`src/rtl/cv32e40p_pkg.sv`:
```
// Shared types and constants for the TMR decoder controller.
package cv32e40p_pkg;

  // One lane result packed as {illegal, is_compressed, instr[31:0]}
  localparam int unsigned TMR_BUNDLE_W = 34;

  typedef enum logic [1:0] {
    TMR_FULL     = 2'b00,
    TMR_DEGRADED = 2'b01,
    TMR_FAIL     = 2'b10
  } tmr_state_e;

endpackage

```
`src/rtl/cv32e40p_tmr_voter3.sv`:
```
// Bitwise 2-of-3 majority over three lane bundles, plus per-lane disagreement flags.
module cv32e40p_tmr_voter3
  import cv32e40p_pkg::*;
(
  input  logic [TMR_BUNDLE_W-1:0] lane_1,
  input  logic [TMR_BUNDLE_W-1:0] lane_2,
  input  logic [TMR_BUNDLE_W-1:0] lane_3,
  output logic [TMR_BUNDLE_W-1:0] maj,
  output logic [2:0]              mis
);

  // Majority per bit, then flag every lane that disagrees with it
  always_comb begin
    maj    = (lane_1 & lane_2) | (lane_1 & lane_3) | (lane_2 & lane_3);
    mis[0] = (lane_1 != maj);
    mis[1] = (lane_2 != maj);
    mis[2] = (lane_3 != maj);
  end

endmodule

```
`src/rtl/cv32e40p_tmr_decoder_ctrl.sv`:
```
// Triple-redundant decoder result voter with fault tracking and a one-deep output register.
module cv32e40p_tmr_decoder_ctrl
  import cv32e40p_pkg::*;
#(
  parameter int unsigned FAULT_THRESH = 4,
  parameter int unsigned CNT_WIDTH    = 8
) (
  input  logic                 clk,
  input  logic                 rst_n,
  input  logic                 in_valid_i,
  output logic                 in_ready_o,
  input  logic [31:0]          instr_1_i,
  input  logic [31:0]          instr_2_i,
  input  logic [31:0]          instr_3_i,
  input  logic                 is_compressed_1_i,
  input  logic                 is_compressed_2_i,
  input  logic                 is_compressed_3_i,
  input  logic                 illegal_instr_1_i,
  input  logic                 illegal_instr_2_i,
  input  logic                 illegal_instr_3_i,
  output logic                 out_valid_o,
  input  logic                 out_ready_i,
  output logic [31:0]          instr_o,
  output logic                 is_compressed_o,
  output logic                 illegal_instr_o,
  input  logic                 clear_i,
  output logic                 fault_o,
  output logic [2:0]           lane_dis_o,
  output logic [1:0]           state_o,
  output logic [CNT_WIDTH-1:0] mismatch_cnt_o
);

  localparam logic [3:0] THRESH = 4'(FAULT_THRESH);

  logic [TMR_BUNDLE_W-1:0] bundle_1, bundle_2, bundle_3, maj, vote;
  logic [2:0]              maj_mis, mis, mis_en, cnt_hit, new_dis;
  logic [2:0][3:0]         lane_cnt_q, lane_cnt_d;
  logic [2:0]              lane_dis_q;
  logic [CNT_WIDTH-1:0]    mcnt_q;
  tmr_state_e              state_q, state_d;
  logic                    accept, dis_two, force_illegal;

  assign bundle_1 = {illegal_instr_1_i, is_compressed_1_i, instr_1_i};
  assign bundle_2 = {illegal_instr_2_i, is_compressed_2_i, instr_2_i};
  assign bundle_3 = {illegal_instr_3_i, is_compressed_3_i, instr_3_i};

  cv32e40p_tmr_voter3 u_voter (
    .lane_1 (bundle_1),
    .lane_2 (bundle_2),
    .lane_3 (bundle_3),
    .maj    (maj),
    .mis    (maj_mis)
  );

  assign in_ready_o     = !out_valid_o || out_ready_i;
  assign accept         = in_valid_i && in_ready_o;
  assign lane_dis_o     = lane_dis_q;
  assign mismatch_cnt_o = mcnt_q;
  assign state_o        = state_q;
  assign fault_o        = (state_q == TMR_FAIL);

  // Vote source: majority with all lanes alive, otherwise the lowest-indexed enabled lane
  always_comb begin
    vote = maj;
    mis  = maj_mis;
    if (state_q != TMR_FULL) begin
      if (!lane_dis_q[0])      vote = bundle_1;
      else if (!lane_dis_q[1]) vote = bundle_2;
      else if (!lane_dis_q[2]) vote = bundle_3;
      else                     vote = bundle_1;
      mis = {bundle_3 != vote, bundle_2 != vote, bundle_1 != vote};
    end
  end

  // Per-lane consecutive-mismatch counters and the disable conditions they produce
  always_comb begin
    mis_en = mis & ~lane_dis_q;
    for (int i = 0; i < 3; i++) begin
      lane_cnt_d[i] = lane_cnt_q[i];
      if (mis_en[i]) begin
        if (lane_cnt_q[i] != THRESH) lane_cnt_d[i] = lane_cnt_q[i] + 4'd1;
      end else if (!mis[i]) begin
        lane_cnt_d[i] = 4'd0;
      end
      cnt_hit[i] = (lane_cnt_d[i] == THRESH);
    end
    new_dis = cnt_hit & ~lane_dis_q;
    dis_two = (new_dis[0] & new_dis[1]) | (new_dis[0] & new_dis[2]) | (new_dis[1] & new_dis[2]);
  end

  // Next redundancy state for an accepted transfer
  always_comb begin
    state_d = state_q;
    case (state_q)
      TMR_FULL: begin
        if ((&mis) || dis_two) state_d = TMR_FAIL;
        else if (|new_dis)     state_d = TMR_DEGRADED;
      end
      TMR_DEGRADED: begin
        if (|mis_en) state_d = TMR_FAIL;
      end
      default: state_d = TMR_FAIL;
    endcase
    // A clear on the same cycle cancels this transfer's comparison, so only an existing FAIL forces illegal
    force_illegal = (state_q == TMR_FAIL) || (!clear_i && (state_d == TMR_FAIL));
  end

  // Fault-tracking state: clear wins over an accepted comparison
  always_ff @(posedge clk or negedge rst_n) begin
    if (!rst_n) begin
      state_q    <= TMR_FULL;
      lane_cnt_q <= '0;
      lane_dis_q <= '0;
      mcnt_q     <= '0;
    end else if (clear_i) begin
      state_q    <= TMR_FULL;
      lane_cnt_q <= '0;
      lane_dis_q <= '0;
      mcnt_q     <= '0;
    end else if (accept) begin
      state_q    <= state_d;
      lane_cnt_q <= lane_cnt_d;
      lane_dis_q <= lane_dis_q | cnt_hit;
      if ((|mis_en) && (mcnt_q != {CNT_WIDTH{1'b1}})) mcnt_q <= mcnt_q + CNT_WIDTH'(1);
    end
  end

  // Output register: load on acceptance, hold while stalled, drain when consumed
  always_ff @(posedge clk or negedge rst_n) begin
    if (!rst_n) begin
      out_valid_o     <= 1'b0;
      instr_o         <= '0;
      is_compressed_o <= 1'b0;
      illegal_instr_o <= 1'b0;
    end else if (accept) begin
      out_valid_o     <= 1'b1;
      instr_o         <= vote[31:0];
      is_compressed_o <= vote[32];
      illegal_instr_o <= vote[33] | force_illegal;
    end else if (out_ready_i) begin
      out_valid_o     <= 1'b0;
    end
  end

endmodule

```
`config.mk`:
```
export PLATFORM = sky130hd
export DESIGN_NAME = cv32e40p_tmr_decoder_ctrl
export DESIGN_NICKNAME = d
export VERILOG_FILES = /design/src/rtl/cv32e40p_pkg.sv /design/src/rtl/cv32e40p_tmr_voter3.sv /design/src/rtl/cv32e40p_tmr_decoder_ctrl.sv
export SDC_FILE = /design/constraint.sdc
export NUM_CORES = 1
export LEC_CHECK = 0
export ABC_AREA = 1
export BUFFER_PORTS_ARGS = -buffer_cell sky130_fd_sc_hd__buf_4
export CORE_AREA = 10 10 148 150
export DETAILED_ROUTE_END_ITERATION = 10
export DIE_AREA = 0 0 158 160
export HOLD_SLACK_MARGIN = 0.1
export SETUP_SLACK_MARGIN = 0.4
export SYNTH_ARGS = -nofsm -noshare
export SYNTH_HDL_FRONTEND = slang
export SYNTH_SLANG_ARGS = --single-unit
```
`constraint.sdc`:
```
create_clock -name clk -period 5.89 [get_ports clk]
set_input_delay 1.178 -clock clk [delete_from_list [all_inputs] [get_ports clk]]
set_output_delay 1.178 -clock clk [all_outputs]
set_load 0.01 [all_outputs]
```
==> impl_metrics.json, run 1 <==
{
  "drv_slew": 0,
  "crit_path_frequent_cell": "nand2_1",
  "async_reset_ff_frac": 1.00,
  "seq_area_sq_um": 1500,
  "nets": 1374,
  "cp_slowest_cell": "nor2_4",
  "min-delay-start": "out_valid_o",
  "drive_above_1_share": 0.161,
  "maxSlewHeadroom": 0.259,
  "cts_max_path_buffers": 2,
  "rsz0062_at_grt": "false",
  "synth_top_area_frac": 0.229,
  "r2r_slack_ns": 2.04,
  "synthCells": 1129,
  "htree_levels": 3,
  "leakagePower_nw": 4.14,
  "grt_pass1_wl_um": 38700,
  "synth-edff-count": 0,
  "placed_cell_area_sq_um": 7800,
  "fill_cells": 2059,
  "cp_num_buf_inv": 2,
  "fp-row-count": 51,
  "period_share": 0.653,
  "ctsResizeCount": 0,
  "tns_ns": 0,
  "worstSetupStartpoint": "state_o[1]",
  "grt_start_max_net_pins": 69,
  "path_delay_family": "simple AND/OR/NAND/NOR gates",
  "reg2reg_from": "state_o[1]",
  "status": "completed",
  "wire_per_inst_um": 16.4,
  "cts-buffers-inserted": 9,
  "cpPeakStageDelay_ns": 0.75,
  "syn_avg_cell_area_sq_um": 5.80,
  "synth_area_leaders": "dfrtp_1 (23%), nand2_1 (21%), nand3_1 (14%)",
  "r2r_end": "mismatch_cnt_o[4]",
  "worstPathCellList": "nor2_4, buf_4, o211ai_1, nand2_1, nand2_1, nand2_1, nand3_1, nor2_1, nand2_1, nor2_1, nand2_2, nand2_1, nand3_2, nand2_4, inv_4, nand2_2, xor2_1, nor2_1",
  "portBuffers": 156,
  "cts.sinks": 60,
  "place_hpwl_um": 18100,
  "cts_hold_buf": 0,
  "maxCapViolCount": 0,
  "drt-pass1-iter-count": 5,
  "cts_tree": "yes",
  "whs_path_depth": 2,
  "worstMarginPinSlew_ns": 1.11,
  "fin_ws_ns": 2.04,
  "end_kind": "flop",
  "initial_core_util": 0.343,
  "synthFlopType": "dfrtp_1",
  "yosysTopAreaCell": "dfrtp_1",
  "n_antenna_cell": 0,
  "whs_ns": 0.526,
  "gp_congestion": 0.846,
  "syn-cell-area_sq_um": 6550,
  "wirelength_um": 24700,
  "grt_pass1_vias": 7457,
  "track_usage": 0.192,
  "io_pins": 157,
  "overflow": 0,
  "clk_pin_slew_ns": 0.06,
  "cp.required_ns": 6.12,
  "synthesis.nets": 1243,
  "ir_drop_mv": 0.132,
  "multiInputGateArea_sq_um": 4290,
  "antenna_found_initial": 0,
  "worstSkewPairLatency_ns": 0.35,
  "dpl_worst_slack_ns": 2.10,
  "ys_types": 36,
  "vias": 7756,
  "criticalPathCategory": "reg -> reg",
  "critPathMaxFanout": 36,
  "ys_warn_count": 0,
  "finalSetupViolCount": 0,
  "ys_seq_area_frac": 0.229,
  "die_y_um": 160,
  "r2r_cells": 18,
  "synthToLayoutAreaGrowth_pct": 23.3,
  "die_x_um": 158,
  "fmax_ghz": 0.260,
  "postLayoutCellArea_sq_um": 8080,
  "cp-start-kind": "flop",
  "final_antenna_net_count": 0,
  "min_period_ns": 3.85,
  "power-per-cell-area_nw_per_um2": 200,
  "cp.arrival_ns": 4.08,
  "drtIter0Drc": 546,
  "cts_root_buf": "clkbuf_16",
  "hold-path-endpoint": "out_valid_o",
  "cts_setup_buffers": 0,
  "vias_per_cell": 5.16,
  "die_area_sq_um": 25300,
  "route.detailed.drc": 0,
  "fin_worst_skew_ns": 0.0101,
  "synth-seq-cells": 60,
  "min_path_type": "reg -> reg",
  "core_sq_um": 19100,
  "hold_violations": 0
}
-- layout make-up --
| class | count | share of cell area |
|---|---|---|
| Multi-Input combinational cell | 894 | 0.531 |
| Sequential cell | 60 | 0.186 |
| Timing Repair Buffer | 161 | 0.150 |
| Inverter | 134 | 0.0626 |
| Tap cell | 238 | 0.0369 |
| Clock buffer | 9 | 0.0279 |
| Clock inverter | 7 | 0.00635 |
-- cell families (layout without fill, tap and decap cells) --
kind of cell               count (synthesis)  in the layout  share of synthesized area
buffers and inverters                    175            311                      0.116
DFF                                       60             60                      0.229
and+or+nand+nor                          665            665                      0.435
xor gates and xnor gates                  37             37                     0.0494
AOI/OAI and AO/OA                        185            185                      0.157
adders and majority gates                  7              7                     0.0134
-- worst max-delay path by stage --
stage	endpoint	slack (ns)	cells after the start
after CTS	mismatch_cnt_o[4]	2.08	18
final	mismatch_cnt_o[4]	2.04	18
after global routing	state_o[1]	1.76	17
after global placement	mismatch_cnt_o[6]	2.17	18
after detailed placement	mismatch_cnt_o[4]	2.10	18
after floorplan	mismatch_cnt_o[4]	3.04	18
-- state kept, by name, summed over array words and instances (netlist names) --
signal,flops
lane_cnt_q,12
state_o,2
out_valid_o,1
instr_o,32
is_compressed_o,1
illegal_instr_o,1
lane_dis_o,3
mismatch_cnt_o,8
-- cell usage in the layout (no fill, tap or decap), drive strengths merged, types with 2 or more instances in the layout --
cell and n:
a21oi 71, a31oi 35, a32o 2, buf 161
clkbuf 9, clkinv 3, clkinvlp 2, dfrtp 60
ha 7, inv 136, nand2 372, nand3 180
nand4 11, nor2 93, nor3 6, o211ai 11
o21ai 57, o21bai 5, o22ai 3, xnor2 2
xor2 35
-- report_power, final --
part	switching (mW)	internal, mW	total [mW]
combinational	0.362	0.234	0.596
clock	0.238	0.287	0.526
sequential	0.0329	0.461	0.494
-- worst reg2reg max path: stages, from the launching register on --
cell      delay (ns)
dfrtp_1         0.46
nor2_4          0.75
buf_4           0.53
o211ai_1        0.25
nand2_1         0.24
nand2_1         0.07
nand2_1         0.13
nand3_1         0.10
nor2_1          0.14
nand2_1         0.09
nor2_1          0.12
nand2_2         0.15
nand2_1         0.13
nand3_2         0.14
nand2_4         0.12
inv_4           0.06
nand2_2         0.06
xor2_1          0.15
nor2_1          0.05
-- synth_stat cells, drive strengths merged (30+ instances only) --
cell   number
o21ai      57
buf        30
a21oi      71
nand3     180
dfrtp      60
xor2       35
a31oi      35
inv       134
nor2       93
nand2     372
-- routing by layer --
metal  vias to the layer above  wire length, um  track usage  share of wire
met3                        32             2050       0.0473          0.083
met4                         0              552       0.0615          0.022
met1                      3513            10800        0.244           0.44
li1                       3958                -            -              -
met5                         -                0            0              0
met2                       253            11300        0.310           0.46
-- per-stage QoR --
step / utilization / power (mW) / std cells
final: 0.423 / 1.62 / 1503
after global routing: 0.423 / 1.73 / 1503
after CTS: 0.423 / 1.63 / 1503
after detailed placement: 0.409 / 1.10 / 1487
after global placement: 0.409 / 1.10 / 1487
after floorplan: - / 0.839 / 1129
Power figures use the tool's default switching activity.
==> run 2: changes to the inputs <==
Settings changed: ABC_AREA 1 to 0, CORE_AREA 10 10 148 150 to 10 10 174 176, DIE_AREA 0 0 158 160 to 0 0 184 186.
Clock period 5.89 ns to 3.85 ns, I/O delays scaled along.
==> impl_metrics.json, run 2 <==
{
  "synthesis.nets": 1436,
  "cts_max_path_buffers": 2,
  "cp.arrival_ns": 3.84,
  "wire_per_inst_um": 25.9,
  "syn-cell-area_sq_um": 9300,
  "synth_top_area_frac": 0.161,
  "leakagePower_nw": 5.02,
  "overflow": 0,
  "synth_area_leaders": "dfrtp_1 (16%), o21ai_0 (6.2%), xnor2_1 (5.3%)",
  "power-per-cell-area_nw_per_um2": 235,
  "mostFrequentLayoutCells": "buf_4 (271), o21ai_0 (113), nand2_1 (101)",
  "synthXorXnorAreaFrac": 0.0669,
  "die_x_um": 184,
  "grt_start_max_net_pins": 61,
  "drt-pass1-iter-count": 6,
  "synth-seq-cells": 60,
  "cts_root_buf": "clkbuf_16",
  "gp_congestion": 1.01,
  "whs_ns": 0.470,
  "ys_seq_area_frac": 0.161,
  "combPwrFrac": 0.434,
  "synthSimpleGateAreaFrac": 0.249,
  "cpPeakStageDelay_ns": 0.50,
  "cts.sinks": 60,
  "yosysTopAreaCell": "dfrtp_1",
  "cp_num_buf_inv": 4,
  "period_share": 0.933,
  "final_common_cell": "buf_4",
  "fin_worst_skew_ns": 0.0169,
  "largest_register": "instr_o",
  "portBuffers": 156,
  "synthFlopType": "dfrtp_1",
  "critPathMaxFanout": 11,
  "initial_core_util": 0.348,
  "status": "completed",
  "clkPwrFrac": 0.310,
  "maxSlewHeadroom": 0.404,
  "worstPathCellList": "buf_4, or3b_2, nand4_1, a211oi_1, a31oi_1, nor4_1, buf_4, nand4_1, buf_4, o31ai_4, buf_4, o211ai_1, nor3b_1, o32ai_2",
  "largest_reg_flops": 32,
  "worstSkewPairLatency_ns": 0.36,
  "syn_avg_cell_area_sq_um": 7.03,
  "ir_drop_mv": 0.199,
  "finalSetupViolCount": 0,
  "htree_levels": 3,
  "place_hpwl_um": 34400,
  "synthToLayoutAreaGrowth_pct": 32.7,
  "vias_per_cell": 6.44,
  "min_path_type": "in -> async",
  "die_y_um": 186,
  "maxCapViolCount": 0,
  "criticalPathCategory": "in -> reg",
  "fp-row-count": 60,
  "stdcell_count": 1820,
  "worstMarginPinSlew_ns": 0.890,
  "p_int_mw": 1.74,
  "wirelength_um": 47200,
  "drive_above_1_share": 0.290,
  "cp-start-kind": "primary input",
  "core_sq_um": 26700,
  "cts-buffers-inserted": 9,
  "yosysMostFrequentCell": "clkbuf_1",
  "power_frac_seq": 0.256,
  "rsz0062_at_grt": "true",
  "grt_pass1_vias": 10600,
  "cts_tree": "yes",
  "ys_warn_count": 0,
  "clk_pin_slew_ns": 0.08,
  "cp.required_ns": 4.10,
  "crit_path_frequent_cell": "buf_4",
  "synth-edff-count": 0,
  "synth_compound_area_frac": 0.378,
  "drv_slew": 0,
  "ys_types": 95,
  "p_switching_mw": 1.16,
  "die_area_sq_um": 34200,
  "hold_violations": 0,
  "grt_pass1_wl_um": 68000,
  "io_pins": 157,
  "end_kind": "flop",
  "antenna_found_initial": 0,
  "synth_top_family_by_area": "compound AO/OA/AOI/OAI gates",
  "drtIter0Drc": 1768,
  "synth_adder_area_share": 0.0245,
  "cp_slowest_cell": "a211oi_1",
  "synth.area.mux_share": 0.0244,
  "vias": 11700,
  "min_period_ns": 3.59,
  "place_inst": 1751,
  "final_antenna_net_count": 0,
  "async_reset_ff_frac": 1.00,
  "switching_share": 0.400,
  "n_antenna_cell": 0,
  "synthCells": 1322,
  "fmax_ghz": 0.278,
  "nets": 1588,
  "track_usage": 0.259,
  "path_delay_family": "compound AO/OA/AOI/OAI gates",
  "ys_top_cells_by_count": "clkbuf_1 (119), o21ai_0 (116), nand2_1 (104), a21oi_1 (96), nor2_1 (83)",
  "route.detailed.drc": 0
}
-- run 2: power groups by stage --
| stage | sequential [mW] | clock (mW) | combinational (mW) |
|---|---|---|---|
| finish | 0.741 | 0.897 | 1.26 |
| global placement | 0.752 | 0 | 1.13 |
| floorplan | 0.779 | 0 | 0.631 |
| global route | 0.752 | 0.939 | 1.34 |
| detailed placement | 0.754 | 0 | 1.14 |
| CTS | 0.742 | 0.911 | 1.18 |
-- run 2: repair_timing --
item | 4_1_cts | 5_1_grt
hold buffers | 0 | 0
hold endpoints to repair | 0 | 0
gates cloned | 1 | 4
setup endpoints to repair | 21 | 20
gates resized for setup | 44 | 64
pin swaps | 11 | 23
buffers inserted | 26 | 22
-- run 2: path summary, 6_finish.rpt --
path / startpoint / to / slack (ns) / cells after the start
max: is_compressed_3_i / state_o[0] / 0.26 / 14
max reg2reg: lane_dis_o[1] / state_o[0] / 0.27 / 17
min in group clk: instr_o[21] / instr_o[21] / 0.48 / 2
min: rst_n / instr_o[23] / 0.47 / 1
min reg2reg: instr_o[21] / instr_o[21] / 0.48 / 2
max in group asynchronous: rst_n / lane_dis_o[2] / 2.64 / 1
-- run 2: metrics by stage --
stage	utilization	power [mW]	TNS (ns)	area, sq um	worst slack [ns]
detailed placement	0.412	1.89	0	11000	0.0421
finish	0.462	2.90	0	12300	0.257
CTS	0.440	2.83	0	11800	0.389
global route	0.462	3.03	0	12300	0.145
floorplan	-	1.41	0	9300	0.572
global placement	0.412	1.88	-0.000413	11000	-0.000413
-- run 2: cells by family (layout without fill, tap and decap cells) --
| logic type | after synthesis | after routing |
|---|---|---|
| adders and majority gates | 21 | 21 |
| muxes | 22 | 22 |
| DFF | 60 | 60 |
| AOI/OAI and AO/OA | 513 | 513 |
| xor gates and xnor gates | 71 | 71 |
| buffers and inverters | 209 | 366 |
| and+or+nand+nor | 426 | 426 |
-- run 2: final cells by class --
type	count	area (sq um)
fill	2719	14400
multi-input combinational	1053	7320
timing repair buffer	307	2620
sequential	60	1510
tap	341	427
clock buffer	9	225
inverter	43	161
clock inverter	7	75.1
-- run 2: layer usage --
layer,vias up,part of all wire,track usage
met5,-,0,0
met4,0,0.044,0.106
met3,139,0.11,0.0593
met2,735,0.43,0.394
met1,5596,0.42,0.346
li1,5256,-,-
==> run 3: changes to the inputs <==
Settings changed: CELL_PAD_IN_SITES_DETAIL_PLACEMENT set to 1, CELL_PAD_IN_SITES_GLOBAL_PLACEMENT set to 2, CORE_AREA 10 10 174 176 to 2 2 171 173, DIE_AREA 0 0 184 186 to 0 0 173 175, PLACE_DENSITY_LB_ADDON set to 0.1, SLEW_MARGIN set to 15.
==> impl_metrics.json, run 3 (same netlist as run 2, synthesis figures left out) <==
{
  "synthToLayoutAreaGrowth_pct": 45.3,
  "final_antenna_net_count": 0,
  "initial_core_util": 0.328,
  "die_x_um": 173,
  "htree_levels": 3,
  "overflow": 0,
  "largest_reg_flops": 32,
  "cts-buffers-inserted": 9,
  "met1_usage": 0.468,
  "end_kind": "flop",
  "place_inst": 1847,
  "rsz0062_at_grt": "true",
  "die_y_um": 175,
  "postLayoutCellArea_sq_um": 13500,
  "fmax_ghz": 0.272,
  "mostFrequentLayoutCells": "buf_4 (332), o21ai_0 (111), nand2_1 (100)",
  "grt_start_max_net_pins": 61,
  "place_hpwl_um": 39700,
  "cts_max_path_buffers": 2,
  "track_usage": 0.343,
  "wire_per_inst_um": 27.9,
  "maxCapViolCount": 0,
  "stdcell_count": 1949,
  "criticalPathCategory": "reg -> reg",
  "grt_pass1_wl_um": 78300,
  "fin_worst_skew_ns": 0.0110,
  "gp_congestion": 1.00,
  "largest_register": "instr_o",
  "busiest_layer": "met2",
  "use_met2": 0.522,
  "status": "completed",
  "cts_tree": "yes",
  "io_pins": 157,
  "cts_root_buf": "clkbuf_16",
  "route.detailed.drc": 0,
  "cp.required_ns": 4.07,
  "finalSetupViolCount": 0,
  "maxSlewHeadroom": 0.353,
  "fill_cells": 3506,
  "power-per-cell-area_nw_per_um2": 224,
  "hold_violations": 0,
  "cts_hold_buf": 0,
  "min_path_type": "reg -> reg",
  "grt_pass1_vias": 12000,
  "period_share": 0.955,
  "portBuffers": 156,
  "drv_slew": 0,
  "nets": 1673,
  "worstSkewPairLatency_ns": 0.35,
  "drt-pass1-iter-count": 5,
  "drive_above_1_share": 0.346,
  "die_area_sq_um": 30300,
  "drtIter0Drc": 1311,
  "core_sq_um": 28400,
  "cts.sinks": 60,
  "min_period_ns": 3.68,
  "final_common_cell": "buf_4",
  "vias_per_cell": 6.33,
  "critPathMaxFanout": 4,
  "cp.arrival_ns": 3.90,
  "antenna_found_initial": 3,
  "wirelength_um": 54400,
  "cp-start-kind": "flop",
  "fp-row-count": 62,
  "clk_pin_slew_ns": 0.06,
  "worstMarginPinSlew_ns": 0.946,
  "met3_usage": 0.0762,
  "ir_drop_mv": 0.147,
  "placed_cell_area_sq_um": 11500,
  "leakagePower_nw": 5.61,
  "vias": 12300
}
run 3: cell types whose count changed in the layout (fill, tap and decap cells not counted), moves of 4 or more:
cell       change
buf_6         +11
xnor2_1        -4
buf_4         +61
bufbuf_16      +4
xnor2_2        +4
buf_12         +4
run 3: critical path: stages (launching register included):
cell	delay [ns]
dfrtp_2	0.44
buf_6	0.13
or2_4	0.28
buf_12	0.15
a21o_1	0.14
a311o_1	0.32
a221oi_4	0.28
nor4bb_4	0.30
nand4_1	0.29
buf_6	0.23
o31ai_4	0.18
buf_6	0.17
nor2_4	0.05
a211oi_4	0.34
buf_4	0.17
o41ai_2	0.06
run 3: final cells by class:
cell class	instances	area [sq um]	area share
multi-input combinational	1053	7530	0.557
timing repair buffer	392	3530	0.261
sequential	60	1510	0.112
tap	384	480	0.0356
clock buffer	9	225	0.0167
inverter	43	163	0.0120
clock inverter	7	75.1	0.00556
antenna	1	2.50	0.000185
run 3: through the flow:
stage               hold WS (ns)  setup TNS (ns)  worst slack (ns)  utilization  power [mW]
floorplan                  0.474               0             0.572            -        1.41
global placement           0.461           -1.23            -0.172        0.407        1.96
detailed placement         0.469           -1.37            -0.182        0.407        1.98
CTS                        0.482               0             0.355        0.453        2.93
global route               0.510               0             0.140        0.476        3.16
finish                     0.478               0             0.173        0.476        3.03
run 3: layer usage:
| metal | part of all wire | vias up | wire length (um) |
|---|---|---|---|
| met4 | 0.045 | 0 | 2450 |
| met1 | 0.44 | 6136 | 23700 |
| met5 | 0 | - | 0 |
| met2 | 0.43 | 631 | 23400 |
| met3 | 0.090 | 148 | 4880 |
| li1 | - | 5426 | - |
run 3: power breakdown:
part / switching (mW) / internal (mW)
logic: 0.815 / 0.625
clock network: 0.341 / 0.504
registers: 0.0441 / 0.700
run 3: path summary, 6_finish.rpt:
kind	startpoint	to	slack (ns)	depth (start not counted)
worst max register to register	state_o[1]	illegal_instr_o	0.17	15
max in group asynchronous	rst_n	state_o[1]	2.70	1
worst max-delay path	state_o[1]	illegal_instr_o	0.17	15
worst min-delay path	instr_o[16]	instr_o[16]	0.48	2
min in group asynchronous	rst_n	instr_o[20]	0.51	1
worst min register to register	instr_o[16]	instr_o[16]	0.48	2
run 3: timing repair:
action	4_1_cts	5_1_grt
setup buffers	53	22
endpoints found under the setup margin	21	20
resized for setup	91	78
gates cloned	6	4
pin swaps	32	31
